===== config.mk =====
export PLATFORM = sky130hd
export DESIGN_NAME = nubus_master_burst_flat
export DESIGN_NICKNAME = d
export VERILOG_FILES = /design/src/rtl/nubus_master_burst_if.sv /design/src/rtl/nubus_master_burst.sv /design/src/flat_wrapper.sv
export SDC_FILE = /design/constraint.sdc
export NUM_CORES = 1
export LEC_CHECK = 0
export ABC_AREA = 1
export CAP_MARGIN = 40
export CORE_MARGIN = 1
export CORE_UTILIZATION = 40
export CTS_BUF_LIST = sky130_fd_sc_hd__clkbuf_2
export CTS_CLUSTER_DIAMETER = 150
export CTS_CLUSTER_SIZE = 40
export DETAILED_ROUTE_END_ITERATION = 10
export SETUP_SLACK_MARGIN = 0.05
export SYNTH_ARGS = -nofsm -noshare
export SYNTH_HDL_FRONTEND = slang
export SYNTH_SLANG_ARGS = --single-unit

===== constraint.sdc =====
create_clock -name nub_clkn -period 2.9 [get_ports nub_clkn]
set_input_delay 0.58 -clock nub_clkn [delete_from_list [all_inputs] [get_ports nub_clkn]]
set_output_delay 0.58 -clock nub_clkn [all_outputs]
set_load 0.02 [all_outputs]

===== src/rtl/nubus_master_burst_if.sv =====
// Bus-side and local-requester signals of the NuBus burst master, grouped for port use.
interface nubus_master_burst_if #(
  parameter int NCH    = 2,
  parameter int BEAT_W = 3
);
  logic                    nub_rqstn;
  logic                    nub_startn;
  logic                    nub_ackn;
  logic [1:0]              nub_tm;
  logic                    arb_grant;
  logic [NCH-1:0]          cpu_req;
  logic [NCH-1:0]          cpu_lock;
  logic [NCH*BEAT_W-1:0]   cpu_beats;
  logic [NCH-1:0]          cpu_gnt;
  logic                    cpu_done;
  logic [1:0]              cpu_status;
  logic [BEAT_W-1:0]       beat_o;
  logic                    arbcy_o;
  logic                    arbdn_o;
  logic                    adrcy_o;
  logic                    dtacy_o;
  logic                    owner_o;
  logic                    locked_o;
  logic                    busy_o;

  modport master (
    input  nub_rqstn, nub_startn, nub_ackn, nub_tm, arb_grant,
    input  cpu_req, cpu_lock, cpu_beats,
    output cpu_gnt, cpu_done, cpu_status, beat_o,
    output arbcy_o, arbdn_o, adrcy_o, dtacy_o, owner_o, locked_o, busy_o
  );

  modport slave (
    output nub_rqstn, nub_startn, nub_ackn, nub_tm, arb_grant,
    output cpu_req, cpu_lock, cpu_beats,
    input  cpu_gnt, cpu_done, cpu_status, beat_o,
    input  arbcy_o, arbdn_o, adrcy_o, dtacy_o, owner_o, locked_o, busy_o
  );
endinterface


===== src/rtl/nubus_master_burst.sv =====
// NuBus master sequencer: fixed-priority channel select, arbitration, single/burst data
// phases with try-again retry, no-ack abort and optional locked NULL-ATN close.
module nubus_master_burst #(
  parameter int NCH       = 2,
  parameter int BEAT_W    = 3,
  parameter int TMO_W     = 8,
  parameter int TMO_MAX   = 255,
  parameter int RETRY_MAX = 3
) (
  input logic                  nub_clkn,
  input logic                  nub_reset,
  nubus_master_burst_if.master bus
);
  localparam int RTY_W = (RETRY_MAX < 2) ? 1 : $clog2(RETRY_MAX + 1);
  localparam logic [TMO_W-1:0] TMO_LIM = TMO_W'(TMO_MAX);
  localparam logic [RTY_W-1:0] RTY_LIM = RTY_W'(RETRY_MAX);

  typedef enum logic [2:0] {
    S_IDLE, S_ARB, S_ADDR, S_DATA, S_NULL, S_DONE
  } state_t;

  state_t              state, state_n;
  logic [NCH-1:0]      gnt, gnt_n;
  logic                lock_l, lock_n;
  logic [BEAT_W-1:0]   beats_l, beats_n;
  logic [BEAT_W-1:0]   beat, beat_n;
  logic [TMO_W-1:0]    tmo, tmo_n;
  logic [RTY_W-1:0]    retry, retry_n;
  logic [1:0]          status, status_n;
  logic                done, done_n;
  logic                arbcy, arbcy_n;
  logic                adrcy, adrcy_n;
  logic                dtacy, dtacy_n;
  logic                owner, owner_n;
  logic                locked, locked_n;
  logic                arbdn;
  logic                busy;

  logic                rqst, start, ack, win;
  logic                term;
  logic [1:0]          term_code;
  logic [NCH-1:0]      sel_gnt;
  logic                sel_lock;
  logic [BEAT_W-1:0]   sel_beats;

  assign rqst  = ~bus.nub_rqstn;
  assign start = ~bus.nub_startn;
  assign ack   = ~bus.nub_ackn;
  assign win   = arbcy & arbdn & bus.arb_grant & ((~busy & ~start) | (busy & ack));

  // Lowest index wins: scan from the top so the last hit is the highest priority.
  always_comb begin
    sel_gnt   = '0;
    sel_lock  = 1'b0;
    sel_beats = '0;
    for (int i = NCH - 1; i >= 0; i--) begin
      if (bus.cpu_req[i]) begin
        sel_gnt    = '0;
        sel_gnt[i] = 1'b1;
        sel_lock   = bus.cpu_lock[i];
        sel_beats  = bus.cpu_beats[i*BEAT_W +: BEAT_W];
      end
    end
  end

  always_comb begin
    state_n   = state;
    gnt_n     = gnt;
    lock_n    = lock_l;
    beats_n   = beats_l;
    beat_n    = beat;
    tmo_n     = tmo;
    retry_n   = retry;
    status_n  = status;
    done_n    = 1'b0;
    arbcy_n   = arbcy;
    adrcy_n   = 1'b0;
    dtacy_n   = dtacy;
    owner_n   = owner;
    locked_n  = locked;
    term      = 1'b0;
    term_code = 2'b00;

    unique case (state)
      S_IDLE: begin
        if (|bus.cpu_req && !rqst) begin
          gnt_n   = sel_gnt;
          lock_n  = sel_lock;
          beats_n = sel_beats;
          retry_n = '0;
          arbcy_n = 1'b1;
          state_n = S_ARB;
        end
      end
      S_ARB: begin
        if (win) begin
          owner_n  = 1'b1;
          locked_n = lock_l;
          adrcy_n  = 1'b1;
          arbcy_n  = lock_l;
          state_n  = S_ADDR;
        end
      end
      S_ADDR: begin
        dtacy_n = 1'b1;
        beat_n  = '0;
        tmo_n   = '0;
        state_n = S_DATA;
      end
      S_DATA: begin
        if (ack) begin
          unique case (bus.nub_tm)
            2'b00: begin
              if (beat == beats_l) begin
                term      = 1'b1;
                term_code = 2'b00;
              end else begin
                beat_n = beat + BEAT_W'(1);
                tmo_n  = '0;
              end
            end
            2'b11: begin
              if (retry < RTY_LIM) begin
                retry_n  = retry + RTY_W'(1);
                dtacy_n  = 1'b0;
                owner_n  = 1'b0;
                locked_n = 1'b0;
                arbcy_n  = 1'b1;
                state_n  = S_ARB;
              end else begin
                term      = 1'b1;
                term_code = 2'b11;
              end
            end
            default: begin
              term      = 1'b1;
              term_code = bus.nub_tm;
            end
          endcase
        end else if (tmo == TMO_LIM) begin
          term      = 1'b1;
          term_code = 2'b10;
        end else begin
          tmo_n = tmo + TMO_W'(1);
        end
      end
      S_NULL: begin
        locked_n = 1'b0;
        owner_n  = 1'b0;
        arbcy_n  = 1'b0;
        done_n   = 1'b1;
        state_n  = S_DONE;
      end
      S_DONE: begin
        gnt_n   = '0;
        state_n = S_IDLE;
      end
      default: state_n = S_IDLE;
    endcase

    // A locked transaction is closed by a NULL-ATN start before reporting done.
    if (term) begin
      status_n = term_code;
      dtacy_n  = 1'b0;
      if (lock_l) begin
        adrcy_n = 1'b1;
        state_n = S_NULL;
      end else begin
        owner_n = 1'b0;
        done_n  = 1'b1;
        state_n = S_DONE;
      end
    end
  end

  always_ff @(posedge nub_clkn or posedge nub_reset) begin
    if (nub_reset) begin
      state   <= S_IDLE;
      gnt     <= '0;
      lock_l  <= 1'b0;
      beats_l <= '0;
      beat    <= '0;
      tmo     <= '0;
      retry   <= '0;
      status  <= 2'b00;
      done    <= 1'b0;
      arbcy   <= 1'b0;
      adrcy   <= 1'b0;
      dtacy   <= 1'b0;
      owner   <= 1'b0;
      locked  <= 1'b0;
      arbdn   <= 1'b0;
      busy    <= 1'b0;
    end else begin
      state   <= state_n;
      gnt     <= gnt_n;
      lock_l  <= lock_n;
      beats_l <= beats_n;
      beat    <= beat_n;
      tmo     <= tmo_n;
      retry   <= retry_n;
      status  <= status_n;
      done    <= done_n;
      arbcy   <= arbcy_n;
      adrcy   <= adrcy_n;
      dtacy   <= dtacy_n;
      owner   <= owner_n;
      locked  <= locked_n;
      arbdn   <= arbcy & ~start;
      busy    <= (~busy & start & ~ack) | (busy & ~ack);
    end
  end

  assign bus.cpu_gnt    = gnt;
  assign bus.cpu_done   = done;
  assign bus.cpu_status = status;
  assign bus.beat_o     = beat;
  assign bus.arbcy_o    = arbcy;
  assign bus.arbdn_o    = arbdn;
  assign bus.adrcy_o    = adrcy;
  assign bus.dtacy_o    = dtacy;
  assign bus.owner_o    = owner;
  assign bus.locked_o   = locked;
  assign bus.busy_o     = busy;
endmodule


===== src/flat_wrapper.sv =====
// flat-port wrapper written by rule: the top's interface ports become plain ports
module nubus_master_burst_flat 
#(
  parameter int NCH       = 2,
  parameter int BEAT_W    = 3,
  parameter int TMO_W     = 8,
  parameter int TMO_MAX   = 255,
  parameter int RETRY_MAX = 3
)
  (nub_clkn, nub_reset, bus_nub_rqstn, bus_nub_startn, bus_nub_ackn, bus_nub_tm, bus_arb_grant, bus_cpu_req, bus_cpu_lock, bus_cpu_beats, bus_cpu_gnt, bus_cpu_done, bus_cpu_status, bus_beat_o, bus_arbcy_o, bus_arbdn_o, bus_adrcy_o, bus_dtacy_o, bus_owner_o, bus_locked_o, bus_busy_o);
  nubus_master_burst_if #(.NCH(NCH), .BEAT_W(BEAT_W)) bus_i ();
  input logic nub_clkn;
  input logic nub_reset;
  input wire logic [$bits(bus_i.nub_rqstn)-1:0] bus_nub_rqstn;
  input wire logic [$bits(bus_i.nub_startn)-1:0] bus_nub_startn;
  input wire logic [$bits(bus_i.nub_ackn)-1:0] bus_nub_ackn;
  input wire logic [$bits(bus_i.nub_tm)-1:0] bus_nub_tm;
  input wire logic [$bits(bus_i.arb_grant)-1:0] bus_arb_grant;
  input wire logic [$bits(bus_i.cpu_req)-1:0] bus_cpu_req;
  input wire logic [$bits(bus_i.cpu_lock)-1:0] bus_cpu_lock;
  input wire logic [$bits(bus_i.cpu_beats)-1:0] bus_cpu_beats;
  output wire logic [$bits(bus_i.cpu_gnt)-1:0] bus_cpu_gnt;
  output wire logic [$bits(bus_i.cpu_done)-1:0] bus_cpu_done;
  output wire logic [$bits(bus_i.cpu_status)-1:0] bus_cpu_status;
  output wire logic [$bits(bus_i.beat_o)-1:0] bus_beat_o;
  output wire logic [$bits(bus_i.arbcy_o)-1:0] bus_arbcy_o;
  output wire logic [$bits(bus_i.arbdn_o)-1:0] bus_arbdn_o;
  output wire logic [$bits(bus_i.adrcy_o)-1:0] bus_adrcy_o;
  output wire logic [$bits(bus_i.dtacy_o)-1:0] bus_dtacy_o;
  output wire logic [$bits(bus_i.owner_o)-1:0] bus_owner_o;
  output wire logic [$bits(bus_i.locked_o)-1:0] bus_locked_o;
  output wire logic [$bits(bus_i.busy_o)-1:0] bus_busy_o;
  assign bus_i.nub_rqstn = bus_nub_rqstn;
  assign bus_i.nub_startn = bus_nub_startn;
  assign bus_i.nub_ackn = bus_nub_ackn;
  assign bus_i.nub_tm = bus_nub_tm;
  assign bus_i.arb_grant = bus_arb_grant;
  assign bus_i.cpu_req = bus_cpu_req;
  assign bus_i.cpu_lock = bus_cpu_lock;
  assign bus_i.cpu_beats = bus_cpu_beats;
  assign bus_cpu_gnt = bus_i.cpu_gnt;
  assign bus_cpu_done = bus_i.cpu_done;
  assign bus_cpu_status = bus_i.cpu_status;
  assign bus_beat_o = bus_i.beat_o;
  assign bus_arbcy_o = bus_i.arbcy_o;
  assign bus_arbdn_o = bus_i.arbdn_o;
  assign bus_adrcy_o = bus_i.adrcy_o;
  assign bus_dtacy_o = bus_i.dtacy_o;
  assign bus_owner_o = bus_i.owner_o;
  assign bus_locked_o = bus_i.locked_o;
  assign bus_busy_o = bus_i.busy_o;
  nubus_master_burst #(.NCH(NCH), .BEAT_W(BEAT_W), .TMO_W(TMO_W), .TMO_MAX(TMO_MAX), .RETRY_MAX(RETRY_MAX)) u_core (.nub_clkn(nub_clkn), .nub_reset(nub_reset), .bus(bus_i));
endmodule

==> metrics.yaml <==
detailed_routing:
  wl_mm: 4.04
  dr.pass1.iters: 4
  wl_per_cell_um: 12.1
  vias: 1653
  ant_nets: 0
  drc: 0
  viasPerCell: 4.93
  drt_iter0_drc: 66
cells_and_area:
  drive_gt1_share_pct: 14.8
  diodes: 0
  layout.cells.non_filler: 335
  area_growth_pct: 21.2
  final_cell_area_um2: 2320
  layout.nets: 305
sta:
  slew_headroom_pct: 72.1
  worstMarginPinSlew_ns: 0.418
  fmax_ghz: 0.484
  setup_viol: 0
  final.period_utilization_pct: 71.2
  min_period_ns: 2.07
  final.setup.tns_ns: 0
  rsz0062_at_grt: "no"
  slew_violations: 0
  clock_skew_ns: 0.0121
  finalHoldViolCount: 0
synth:
  synth.top_cells.by_area: "dfrtp_1 42%, nand2_1 15%, inv_1 5.1%, nand3_1 3.7%, o21ai_1 3.4%"
  syn_inst: 245
  synth_fp_nets: 268
  yosysTopAreaCell: "dfrtp_1"
  yosysWarningCount: 0
  synth_area_um2: 1920
  async_flop_share_pct: 100
  synth_cell_type_count: 31
  syn_avg_cell_area_um2: 7.82
  ys_seq_area_share_pct: 41.8
  synth_flop_cell: "dfrtp_1"
  ys_ff_latch: 32
  synth_top_area_share_pct: 41.8
  synth-edff-count: 0
place:
  portBuffers: 32
  place_hpwl_mm: 3.09
  gp_congestion: 0.875
  place_area_um2: 2280
  dp_cells: 327
critical_path:
  path_cells: "clkdlybuf4s50_1"
  crit_arrival_ns: 1.49
  cp-end-kind: "output port"
  cp_top_family: "buffers and inverters"
  critPathBufInv: 1
  startpoint_type: "flip-flop"
  slowest_delay_ns: 0.64
  worstPathRequired_ns: 2.32
  crit_type: "flip-flop to output port"
  worstPathMaxFanout: 5
  crit_slowest_cell: "clkdlybuf4s50_1"
  cp-startpoint: "u_core.bus.beat_o[0]"
  r2r_slack_ns: 1.22
  r2r_start: "u_core.tmo[0]"
clock_network:
  cts_hold_buf: 0
  post_cts_buffers: 0
  numClockSinks: 32
  ctsResizeCount: 0
  cts.clk_slew.worst_paths_ns: 0.17
  cts-root-buf: "clkbuf_2"
  clock_latency_ns: 0.37
  cts_buffer_depth: 2
  cts_tree: "built"
  numCtsBuffers: 5
  htreeDepth: 2
die:
  die_y_um: 71.2
  dieWidth_um: 71.2
  ios: 33
  start_util_pct: 42.8
  row_count: 24
  core-area_um2: 4470
  die_area_um2: 5070
pwr:
  peakVddDrop_uv: 508
  pwr_density_cell_nw_per_um2: 785
  p_leak_uw: 0.00118
worst_hold_path:
  hp-start: "u_core.bus.dtacy_o"
  hold_path.class: "flip-flop to flip-flop"
job:
  maxCapViolations: 0
global_routing:
  grt_overflow_total: 0
  grt_first_pass_wirelength_mm: 7.04
  grtUsageTotal_pct: 17.8
  grt_max_degree: 33
  grt_pass1_vias: 1578
  antenna_found_initial: 0
status:
  status: "complete, no violations"
## logic make-up (layout without fill, tap and decap cells)
kind of cell    Yosys count  count (layout)  share of synthesized area [%]
buf+inv                  38              76                           8.36
flops                    32              32                           41.8
simple gates            130             130                           32.0
fa+ha+maj                 5               5                           3.27
xor+xnor                  3               3                           1.37
compound gates           37              37                           13.2
## per-layer routing
metal	track usage, %	up-vias	wire length [µm]
met1	24.0	756	2000
met5	0	-	0
met2	28.0	20	1870
li1	-	870	-
met3	4.13	7	122
met4	6.44	0	52
## through the flow
| step | setup slack (ns) | total power (µW) | hold slack (ns) | util (%) |
|---|---|---|---|---|
| after global placement | 0.554 | 1620 | 0.465 | 51.0 |
| after CTS | 0.821 | 1850 | 0.504 | 51.9 |
| after global routing | 0.769 | 1990 | 0.541 | 51.9 |
| after detailed placement | 0.546 | 1630 | 0.469 | 51.0 |
| final | 0.834 | 1820 | 0.501 | 51.9 |
| after floorplan | 1.24 | 1360 | 0.446 | - |
## layout by cell type (no fill, tap or decap), types with 3 or more instances in the layout
cell / Yosys / layout
clkdlybuf4s50_1: 0 / 32
nand2_2: 4 / 4
inv_2: 8 / 8
nand3_1: 14 / 14
a21oi_1: 3 / 3
o21ai_2: 6 / 6
clkbuf_2: 0 / 7
nor2_1: 13 / 13
a21o_1: 3 / 3
dfrtp_1: 32 / 32
o21ai_1: 13 / 13
nand2_1: 76 / 76
nand4_1: 8 / 8
ha_1: 5 / 5
a22oi_1: 4 / 4
inv_1: 26 / 26
nor2_4: 4 / 4
## state kept, by name, indices dropped and copies added, names as in the netlist, 2 cells and up
name,flops
u_core.tmo,8
u_core.beats_l,3
u_core.bus.beat_o,3
u_core.state,3
u_core.bus.cpu_gnt,2
u_core.bus.cpu_status,2
u_core.retry,2
## worst paths after layout
path / end / cells past startpoint
max in group asynchronous: u_core.tmo[0] / 3
hold reg to reg: u_core.bus.dtacy_o / 2
min in group asynchronous: u_core.state[0] / 3
hold / removal: u_core.bus.dtacy_o / 2
setup / recovery: bus_beat_o[0] / 1
setup reg to reg: u_core.tmo[2] / 8
## synthesized netlist by cell type (3+ instances only)
| library cell | n |
|---|---|
| nand2_1 | 76 |
| dfrtp_1 | 32 |
| inv_1 | 26 |
| nand3_1 | 14 |
| nor2_1 | 13 |
| o21ai_1 | 13 |
| inv_2 | 8 |
| nand4_1 | 8 |
| o21ai_2 | 6 |
| ha_1 | 5 |
| a22oi_1 | 4 |
| nand2_2 | 4 |
| nor2_4 | 4 |
| a21o_1 | 3 |
| a21oi_1 | 3 |
## report_power, final
part | internal (µW) | switching, µW | leakage, µW
combinational | 364 | 571 | 0.000727
sequential | 572 | 99.2 | 0.000421
clock | 64.6 | 150 | 0.0000306
total | 1000 | 821 | 0.00118
## final cells by class
| cell class | instances | area [µm²] |
|---|---|---|
| Clock inverter | 1 | 3.75 |
| Clock buffer | 7 | 35.0 |
| Tap cell | 52 | 65.1 |
| Multi-Input combinational cell | 175 | 955 |
| Timing Repair Buffer | 34 | 335 |
| Fill cell | 437 | 2150 |
| Inverter | 34 | 128 |
| Sequential cell | 32 | 801 |
Power figures use the tool's default switching activity.
